<file path="src/rtl/ex_muldiv_pkg.sv">
// Shared types and constants for the EX-stage RV32M multiply/divide sequencer.
// Holds the FSM state encoding, the funct3 opcodes and the default datapath width.
package ex_muldiv_pkg;

  localparam int XLEN_DEFAULT = 32;

  typedef enum logic [1:0] {
    IDLE = 2'd0,
    MUL  = 2'd1,
    DIV  = 2'd2,
    DONE = 2'd3
  } state_e;

  localparam logic [2:0] F3_MUL    = 3'b000;
  localparam logic [2:0] F3_MULH   = 3'b001;
  localparam logic [2:0] F3_MULHSU = 3'b010;
  localparam logic [2:0] F3_MULHU  = 3'b011;
  localparam logic [2:0] F3_DIV    = 3'b100;
  localparam logic [2:0] F3_DIVU   = 3'b101;
  localparam logic [2:0] F3_REM    = 3'b110;
  localparam logic [2:0] F3_REMU   = 3'b111;

endpackage

</file>
<file path="src/rtl/ex_muldiv_unit_core.sv">
// Iterative unsigned datapath: one shift-add multiply step or one restoring
// divide step per enable, sharing a single 2*XLEN accumulator.
module muldiv_core #(
  parameter int XLEN = 32
) (
  input  logic              clk_i,
  input  logic              rst_i,
  input  logic              load_i,
  input  logic              en_i,
  input  logic              div_mode_i,
  input  logic [XLEN-1:0]   op_a_i,
  input  logic [XLEN-1:0]   op_b_i,
  output logic [2*XLEN-1:0] acc_nxt_o
);

  logic [2*XLEN-1:0] acc_q;
  logic [XLEN-1:0]   opnd_q;
  logic [XLEN:0]     sum;
  logic [XLEN+1:0]   diff;

  // Multiply: acc = {product_hi, multiplier}. Divide: acc = {remainder, quotient}.
  always_comb begin
    sum  = {1'b0, acc_q[2*XLEN-1:XLEN]} + {1'b0, {XLEN{acc_q[0]}} & opnd_q};
    diff = {1'b0, acc_q[2*XLEN-1:XLEN-1]} - {2'b00, opnd_q};
    if (div_mode_i) begin
      acc_nxt_o = diff[XLEN+1] ? {acc_q[2*XLEN-2:0], 1'b0}
                               : {diff[XLEN-1:0], acc_q[XLEN-2:0], 1'b1};
    end else begin
      acc_nxt_o = {sum, acc_q[XLEN-1:1]};
    end
  end

  always_ff @(posedge clk_i) begin
    if (rst_i) begin
      acc_q  <= '0;
      opnd_q <= '0;
    end else if (load_i) begin
      acc_q  <= {{XLEN{1'b0}}, op_a_i};
      opnd_q <= op_b_i;
    end else if (en_i) begin
      acc_q  <= acc_nxt_o;
    end
  end

endmodule

</file>
<file path="src/rtl/ex_muldiv_unit.sv">
// RV32M multiply/divide sequencer: FSM, iteration counter, sign handling,
// divide special cases and the result/rd output registers.
//   state | meaning
//   IDLE  | waiting for start_i; latches op, handles divide special cases
//   MUL   | XLEN shift-add steps
//   DIV   | XLEN restoring-divide steps
//   DONE  | result_o/rd_o valid, done_o high for this one cycle
module ex_muldiv_unit
  import ex_muldiv_pkg::*;
#(
  parameter int XLEN = XLEN_DEFAULT
) (
  input  logic            clk_i,
  input  logic            rst_i,
  input  logic            start_i,
  input  logic [2:0]      funct3_i,
  input  logic [XLEN-1:0] op1_i,
  input  logic [XLEN-1:0] op2_i,
  input  logic [4:0]      rd_i,
  output logic            stall_o,
  output logic            done_o,
  output logic [XLEN-1:0] result_o,
  output logic [4:0]      rd_o
);

  localparam int CNT_W = $clog2(XLEN) + 1;
  localparam logic [XLEN-1:0] MIN_NEG = {1'b1, {(XLEN-1){1'b0}}};

  state_e            state_q;
  logic [CNT_W-1:0]  cnt_q;
  logic [2:0]        f3_q;
  logic              neg_q;
  logic [4:0]        rd_lat_q;
  logic [4:0]        rd_q;
  logic [XLEN-1:0]   result_q;
  logic              done_q;

  logic              op1_sgn, op2_sgn, op1_neg, op2_neg, res_neg;
  logic [XLEN-1:0]   op1_mag, op2_mag;
  logic              is_div, div_zero, div_ovf, special, core_load;
  logic [XLEN-1:0]   special_res;
  logic [2*XLEN-1:0] acc_nxt, prod_fix;
  logic [XLEN-1:0]   mul_res, div_raw, div_res;

  always_comb begin
    op1_sgn = 1'b0;
    op2_sgn = 1'b0;
    case (funct3_i)
      F3_MULH:         begin op1_sgn = 1'b1; op2_sgn = 1'b1; end
      F3_MULHSU:       op1_sgn = 1'b1;
      F3_DIV, F3_REM:  begin op1_sgn = 1'b1; op2_sgn = 1'b1; end
      default:         ;
    endcase
    op1_neg = op1_sgn & op1_i[XLEN-1];
    op2_neg = op2_sgn & op2_i[XLEN-1];
    op1_mag = op1_neg ? -op1_i : op1_i;
    op2_mag = op2_neg ? -op2_i : op2_i;
    is_div  = funct3_i[2];
    // Remainder follows the dividend's sign; everything else uses the XOR.
    res_neg = (is_div && funct3_i[1]) ? op1_neg : (op1_neg ^ op2_neg);
    div_zero = (op2_i == '0);
    div_ovf  = !funct3_i[0] && (op1_i == MIN_NEG) && (op2_i == '1);
    special  = is_div && (div_zero || div_ovf);
    if (div_zero) special_res = funct3_i[1] ? op1_i : '1;
    else          special_res = funct3_i[1] ? '0 : MIN_NEG;
  end

  assign core_load = (state_q == IDLE) && start_i && !special;

  muldiv_core #(.XLEN(XLEN)) u_core (
    .clk_i      (clk_i),
    .rst_i      (rst_i),
    .load_i     (core_load),
    .en_i       ((state_q == MUL) || (state_q == DIV)),
    .div_mode_i (state_q == DIV),
    .op_a_i     (is_div ? op1_mag : op2_mag),
    .op_b_i     (is_div ? op2_mag : op1_mag),
    .acc_nxt_o  (acc_nxt)
  );

  // Sign fix-up uses the final step's value so the result lands on DONE entry.
  always_comb begin
    prod_fix = neg_q ? -acc_nxt : acc_nxt;
    mul_res  = (f3_q == F3_MUL) ? prod_fix[XLEN-1:0] : prod_fix[2*XLEN-1:XLEN];
    div_raw  = f3_q[1] ? acc_nxt[2*XLEN-1:XLEN] : acc_nxt[XLEN-1:0];
    div_res  = neg_q ? -div_raw : div_raw;
  end

  always_ff @(posedge clk_i) begin
    if (rst_i) begin
      state_q  <= IDLE;
      cnt_q    <= '0;
      f3_q     <= '0;
      neg_q    <= 1'b0;
      rd_lat_q <= '0;
      rd_q     <= '0;
      result_q <= '0;
      done_q   <= 1'b0;
    end else begin
      done_q <= 1'b0;
      case (state_q)
        IDLE: begin
          if (start_i) begin
            f3_q     <= funct3_i;
            rd_lat_q <= rd_i;
            neg_q    <= res_neg;
            cnt_q    <= '0;
            if (special) begin
              result_q <= special_res;
              rd_q     <= rd_i;
              done_q   <= 1'b1;
              state_q  <= DONE;
            end else begin
              state_q  <= is_div ? DIV : MUL;
            end
          end
        end
        MUL, DIV: begin
          cnt_q <= cnt_q + CNT_W'(1);
          if (cnt_q == CNT_W'(XLEN - 1)) begin
            result_q <= (state_q == MUL) ? mul_res : div_res;
            rd_q     <= rd_lat_q;
            done_q   <= 1'b1;
            state_q  <= DONE;
          end
        end
        default: state_q <= IDLE;
      endcase
    end
  end

  assign stall_o  = ((state_q == IDLE) && start_i) || (state_q == MUL) || (state_q == DIV);
  assign done_o   = done_q;
  assign result_o = result_q;
  assign rd_o     = rd_q;

endmodule
</file>
<file path="config.mk">
export PLATFORM = sky130hd
export DESIGN_NAME = ex_muldiv_unit
export DESIGN_NICKNAME = d
export VERILOG_FILES = /design/src/rtl/ex_muldiv_pkg.sv /design/src/rtl/ex_muldiv_unit_core.sv /design/src/rtl/ex_muldiv_unit.sv
export SDC_FILE = /design/constraint.sdc
export NUM_CORES = 1
export LEC_CHECK = 0
export CAP_MARGIN = 0
export CORE_MARGIN = 3
export CORE_UTILIZATION = 40
export CTS_CLUSTER_DIAMETER = 40
export DETAILED_ROUTE_END_ITERATION = 7
export DONT_BUFFER_PORTS = 1
export GPL_TIMING_DRIVEN = 0
export PLACE_DENSITY_LB_ADDON = 0.3
export SLEW_MARGIN = 20
export SYNTH_ARGS = -nofsm -noshare
export SYNTH_HDL_FRONTEND = slang
export SYNTH_SLANG_ARGS = --single-unit
</file>
<file path="constraint.sdc">
create_clock -name clk_i -period 5.9 [get_ports clk_i]
set_input_delay 1.18 -clock clk_i [delete_from_list [all_inputs] [get_ports clk_i]]
set_output_delay 1.18 -clock clk_i [all_outputs]
set_load 0.02 [all_outputs]
</file>
==> flow_metrics.tcl, run 1 <==
set metrics [dict create \
    grt-ovfl-total 0 \
    instances_no_fill 3177 \
    critical_path_class "reg -> reg" \
    die_y_um 217 \
    drt_iter0_drc 2897 \
    vias 21700 \
    synth_seq_area_share_pct 17.0 \
    cts_root_buf "clkbuf_16" \
    cts_tree "built" \
    synth_top_family_by_area "compound AO/OA/AOI/OAI gates" \
    numCtsBuffers 17 \
    drc 0 \
    cts_buffer_depth 2 \
    seq_power_share_pct 14.8 \
    core-area_mm2 0.0436 \
    max_freq_mhz 172 \
    worst_slew_pin_slew_ns 1.15 \
    dp.cells 3136 \
    syn_area_mm2 0.0178 \
    clk_pin_slew_ns 0.08 \
    pin_count 114 \
    drv_slew 0 \
    grt_first_pass_wirelength_um 143000 \
    critical_path.max_stage_delay_ns 0.81 \
    drive_gt1_share_pct 8.45 \
    status "complete, no violations" \
    rows 76 \
    switchingPower_mw 7.06 \
    yosysUniqueCellTypes 118 \
    sw_frac_of_total_pct 62.0 \
    globalplace.congestion 1.09 \
    vias_per_cell 6.82 \
    area_growth_pct 9.29 \
    async_reset_ff_share_pct 0 \
    grt_max_degree 21 \
    antenna_found_initial 2 \
    synth-seq-cells 151 \
    synth-simple-area-share_pct 27.1 \
    hold_buffers 0 \
    synth-compound-area-share_pct 32.7 \
    yosys.area.top_type "dfxtp_1" \
    drtPass1Iterations 6 \
    synthTopCellsByCount "nand2_1, nor2_1, a21oi_1" \
    netlist_top_cells_area "dfxtp_1, a21oi_1, nand2_1" \
    slew_headroom_pct 21.4 \
    maxCapViolCount 0 \
    fin_skew_ns 0.0169 \
    wire_per_inst_um 31.9 \
    worstPathArrival_ns 6.21 \
    cp-start-kind "flip-flop" \
    drt_wl_total_um 101000 \
    syn_avg_cell_area_um2 6.98 \
    nets 2729 \
    p_per_area_mw_per_mm2 585 \
    end_kind "flip-flop" \
    peakVddDrop_v 0.000205 \
    cp_cell_sequence "clkbuf_1, and2_1, ha_1, mux2i_1, nand4_1, nor2_1, o2111ai_1, nor4_4, nand2_1, nor4_1, mux2_2, a211oi_1, o21ai_0" \
    port_buffers 0 \
    power.internal_mw 4.33 \
    p_leak_nw 7.07 \
    critPathMaxFanout 10 \
    ant_nets 0 \
    grt_pass1_vias 19800 \
    p_comb_share_pct 74.7 \
    post-dp-hpwl_um 83100 \
    yosysTopAreaCellShare_pct 17.0 \
    power_mw 11.4 \
    power_frac_clock_pct 10.6 \
    dpl_cell_area_mm2 0.0186 \
    hold_violations 0 \
    rsz0062_at_grt "false" \
    crit_required_ns 6.28 \
    synth_ff_type "dfxtp_1" \
    grtUsageTotal_pct 41.7 \
    worst_slack_ns 0.0721 \
    slowest_stage "nor4_1" \
    die_x_um 217 \
    synth.net_count 2702 \
    design_area_mm2 0.0195 \
    synth_fa_ha_area_share_pct 5.42 \
    synth-edff-count 0 \
    initial_core_util_pct 40.9 \
    min_path_type "reg -> reg" \
    synthXorXnorAreaFrac_pct 6.98 \
    fillers 4684 \
    fin_crit_sh_pct 98.8 \
    synth_mux_area_share_pct 5.14 \
    place_ws_ns -2.93 \
    die_area_mm2 0.0471 \
    synth_warnings 0 \
    setup-violations-final 0 \
    h-tree-depth 4 \
    clock-sinks 151 \
    synth_cells 2551 \
    synth_most_common_cell "nand2_1" \
    clk_latency_ns 0.50 \
    fin_crit_ns 5.83 \
]
repair_timing:
action                     4_1_cts  5_1_grt
gates resized for setup         27       17
setup endpoints to repair       17       23
pin swaps                        5        2
cloned                           0        0
buffers inserted                 6        4
metrics by stage:
stage                     TNS, ns  hold WS [ns]  utilization, %
after detailed placement   -35.85         0.457            42.7
after global placement     -36.32         0.447            42.6
after CTS                       0         0.468            44.4
after global routing            0         0.484            44.7
after floorplan                 0         0.436               -
final                           0         0.470            44.7
sequential cells by signal, summed over array words and instances, names as in the netlist:
signal	flops
rd_o	5
cnt_q	6
state_q	2
f3_q	3
rd_lat_q	5
u_core.acc_q	64
u_core.opnd_q	32
neg_q	1
done_o	1
result_o	32
critical path: cells and delay by family, from the launching register on:
kind                       cells  cell delay (ns)
buffers and inverters          1             0.50
and+or+nand+nor                6             2.44
AOI/OAI and AO/OA              3             0.77
muxes                          2             1.17
DFF                            1             0.54
adders and majority gates      1             0.27
final cells by class:
cell class	count	area, µm²	share of cell area [%]
antenna	1	2.50	0.0129
buffer	168	769	3.95
clock buffer	17	425	2.18
clock inverter	15	211	1.09
inverter	72	270	1.39
multi-input combinational	2158	14000	71.7
sequential	151	3030	15.6
tap	585	732	3.76
timing repair buffer	10	75.1	0.386
layout by cell type (no fill, tap or decap), drive strengths merged, types with 41 or more instances in the layout:
master  count
a21oi     242
nor3       92
nor2      284
nand2     298
xor2       58
clkbuf    137
dfxtp     151
xnor2      84
mux2i      66
inv        77
buf        58
nand4      41
o211ai     85
a211oi     47
nor4       42
and2       51
nand3      43
o21ai     167
ha         74
worst paths after layout:
| kind | from | endpoint | slack, ns | depth (start not counted) |
|---|---|---|---|---|
| hold / removal | rd_lat_q[1] | rd_lat_q[1] | 0.47 | 2 |
| setup reg to reg | u_core.acc_q[0] | result_o[11] | 0.07 | 13 |
| setup / recovery | u_core.acc_q[0] | result_o[11] | 0.07 | 13 |
| hold reg to reg | rd_lat_q[1] | rd_lat_q[1] | 0.47 | 2 |
routing by layer:
layer,share of wire (%),GRT usage (%),vias up
met3,12,12.3,302
met4,6.1,20.7,0
met2,42,61.2,1481
met5,0,0,-
li1,-,-,9542
met1,40,55.6,10400
cell families after synthesis:
logic type                 count (synthesis)
xor gates and xnor gates                 142
AOI/OAI and AO/OA                        852
and+or+nand+nor                         1001
adders and majority gates                 76
DFF                                      151
buffers and inverters                    242
muxes                                     87
power by group through the flow:
stage               Clock [mW]  Combinational (mW)  Sequential (mW)
detailed placement           0                7.95             1.67
finish                    1.20                8.51             1.68
CTS                       1.21                8.05             1.65
global placement             0                7.93             1.66
global route              1.24                8.84             1.70
floorplan                    0                5.15             1.52
(Power assumes the default switching activity.)
==> run 2: changes to the inputs <==
- CTS_BUF_LIST: unset -> sky130_fd_sc_hd__clkbuf_8
==> run 2 against run 1 <==
Compared with the run above: the flow now finishes with violations (design-rule violations); critical path depth unchanged; worst setup slack worse by 0.046 ns; final cell count about the same; highest routed layer unchanged.
==> flow_metrics.tcl, run 2 (same netlist as run 1, synthesis figures left out) <==
set metrics [dict create \
    status "complete, but fails checks" \
    failed_checks "design-rule violations" \
    critical_path_class "reg -> reg" \
    hold_buffers 0 \
    regArea_mm2 0.00303 \
    critPathMaxFanout 10 \
    drv_slew 0 \
    fin_crit_ns 5.87 \
    cts_root_buf "clkbuf_8" \
    cts_tree "built" \
    clock-sinks 151 \
    die_x_um 217 \
    min_path_type "reg -> reg" \
    die_area_mm2 0.0471 \
    worstPathArrival_ns 6.33 \
    end_kind "flip-flop" \
    globalplace.congestion 1.09 \
    drt_wl_total_um 102000 \
    grt-ovfl-total 0 \
    grt_max_degree 21 \
    setup-violations-final 0 \
    hold_violations 0 \
    wire_per_inst_um 31.9 \
    worst_slew_pin_slew_ns 1.15 \
    drc 1 \
    vias 21800 \
    largest_reg_flops 64 \
    drtPass1Iterations 8 \
    grt_first_pass_wirelength_um 143000 \
    hold_depth 2 \
    clk_latency_ns 0.57 \
    grt_pass1_vias 19900 \
    place_ws_ns -2.93 \
    p_per_area_mw_per_mm2 577 \
    fillers 4709 \
    dpl_cell_area_mm2 0.0186 \
    core-area_mm2 0.0436 \
    nets 2729 \
    rsz0062_at_grt "true" \
    drive_gt1_share_pct 8.45 \
    area_growth_pct 8.25 \
    post-dp-hpwl_um 83100 \
    rows 76 \
    numCtsBuffers 17 \
    grtUsageTotal_pct 41.7 \
    peakVddDrop_v 0.000206 \
    port_buffers 0 \
    design_area_mm2 0.0193 \
    crit_required_ns 6.36 \
    holdWs_ns 0.476 \
    initial_core_util_pct 40.9 \
    ant_nets 0 \
    fin_crit_sh_pct 99.6 \
    antenna_found_initial 5 \
    die_y_um 217 \
    drt_iter0_drc 2847 \
    p_leak_nw 6.99 \
    final_common_cell "nand2_1" \
    maxCapViolCount 0 \
    slew_headroom_pct 21.0 \
    worst_slack_ns 0.0261 \
    r2r_cells 13 \
    fin_skew_ns 0.0276 \
    vias_per_cell 6.85 \
    largest-register "u_core.acc_q" \
    cts_buffer_depth 2 \
    cp-start-kind "flip-flop" \
    h-tree-depth 4 \
    mostFrequentLayoutCells "nand2_1, nor2_1, a21oi_1" \
    max_freq_mhz 170 \
    tns_ns 0 \
    pin_count 114 \
    multi_input_area_mm2 0.0140 \
    clk_pin_slew_ns 0.12 \
]
==> run 2: cell type report <==
class	count	area share (%)
Multi-Input combinational cell	2158	72.4
Sequential cell	151	15.7
Buffer	168	3.99
Tap cell	585	3.80
Inverter	72	1.40
Clock buffer	17	1.21
Clock inverter	15	1.10
Timing Repair Buffer	10	0.389
Antenna cell	3	0.0389
==> run 2: worst max-delay path, stage by stage (launching register included) <==
cell and delay (ns):
dfxtp_2 0.54, clkbuf_1 0.50, and2_1 0.22, ha_1 0.27, mux2i_1 0.71, nand4_1 0.31, nor2_1 0.25, o2111ai_1 0.33
nor4_4 0.56, nand2_1 0.33, nor4_1 0.87, mux2_2 0.41, a211oi_1 0.31, o21ai_0 0.13
==> run 2: per-stage QoR <==
stage	std cells	power, mW	util, %
finish	3179	11.1	44.3
global route	3176	11.5	44.3
CTS	3172	10.6	44.0
detailed placement	3136	9.63	42.7
global placement	3136	9.59	42.6
floorplan	2551	6.66	-
==> run 2: layer usage <==
metal / GRT usage [%] / vias up / share of wire, %
met5: 0 / - / 0
met4: 20.8 / 0 / 6.1
met3: 12.8 / 304 / 12
met2: 61.3 / 1431 / 41
met1: 55.1 / 10500 / 41
li1: - / 9533 / -
==> run 2: where the power goes <==
part,switching [mW],internal (mW)
logic,6.04,2.49
registers,0.425,1.26
clock network,0.583,0.336
total,7.05,4.08
==> run 2: repair_timing <==
item | 4_1_cts | 5_1_grt
resized for setup | 27 | 17
setup endpoints to repair | 17 | 23
gates cloned | 0 | 0
setup buffers | 6 | 4
pin swaps | 5 | 3
==> run 2: path summary, 6_finish.rpt <==
path	endpoint	slack [ns]	startpoint
min reg2reg	rd_lat_q[3]	0.48	rd_lat_q[3]
max	result_o[11]	0.03	u_core.acc_q[0]
min	rd_lat_q[3]	0.48	rd_lat_q[3]
max reg2reg	result_o[11]	0.03	u_core.acc_q[0]
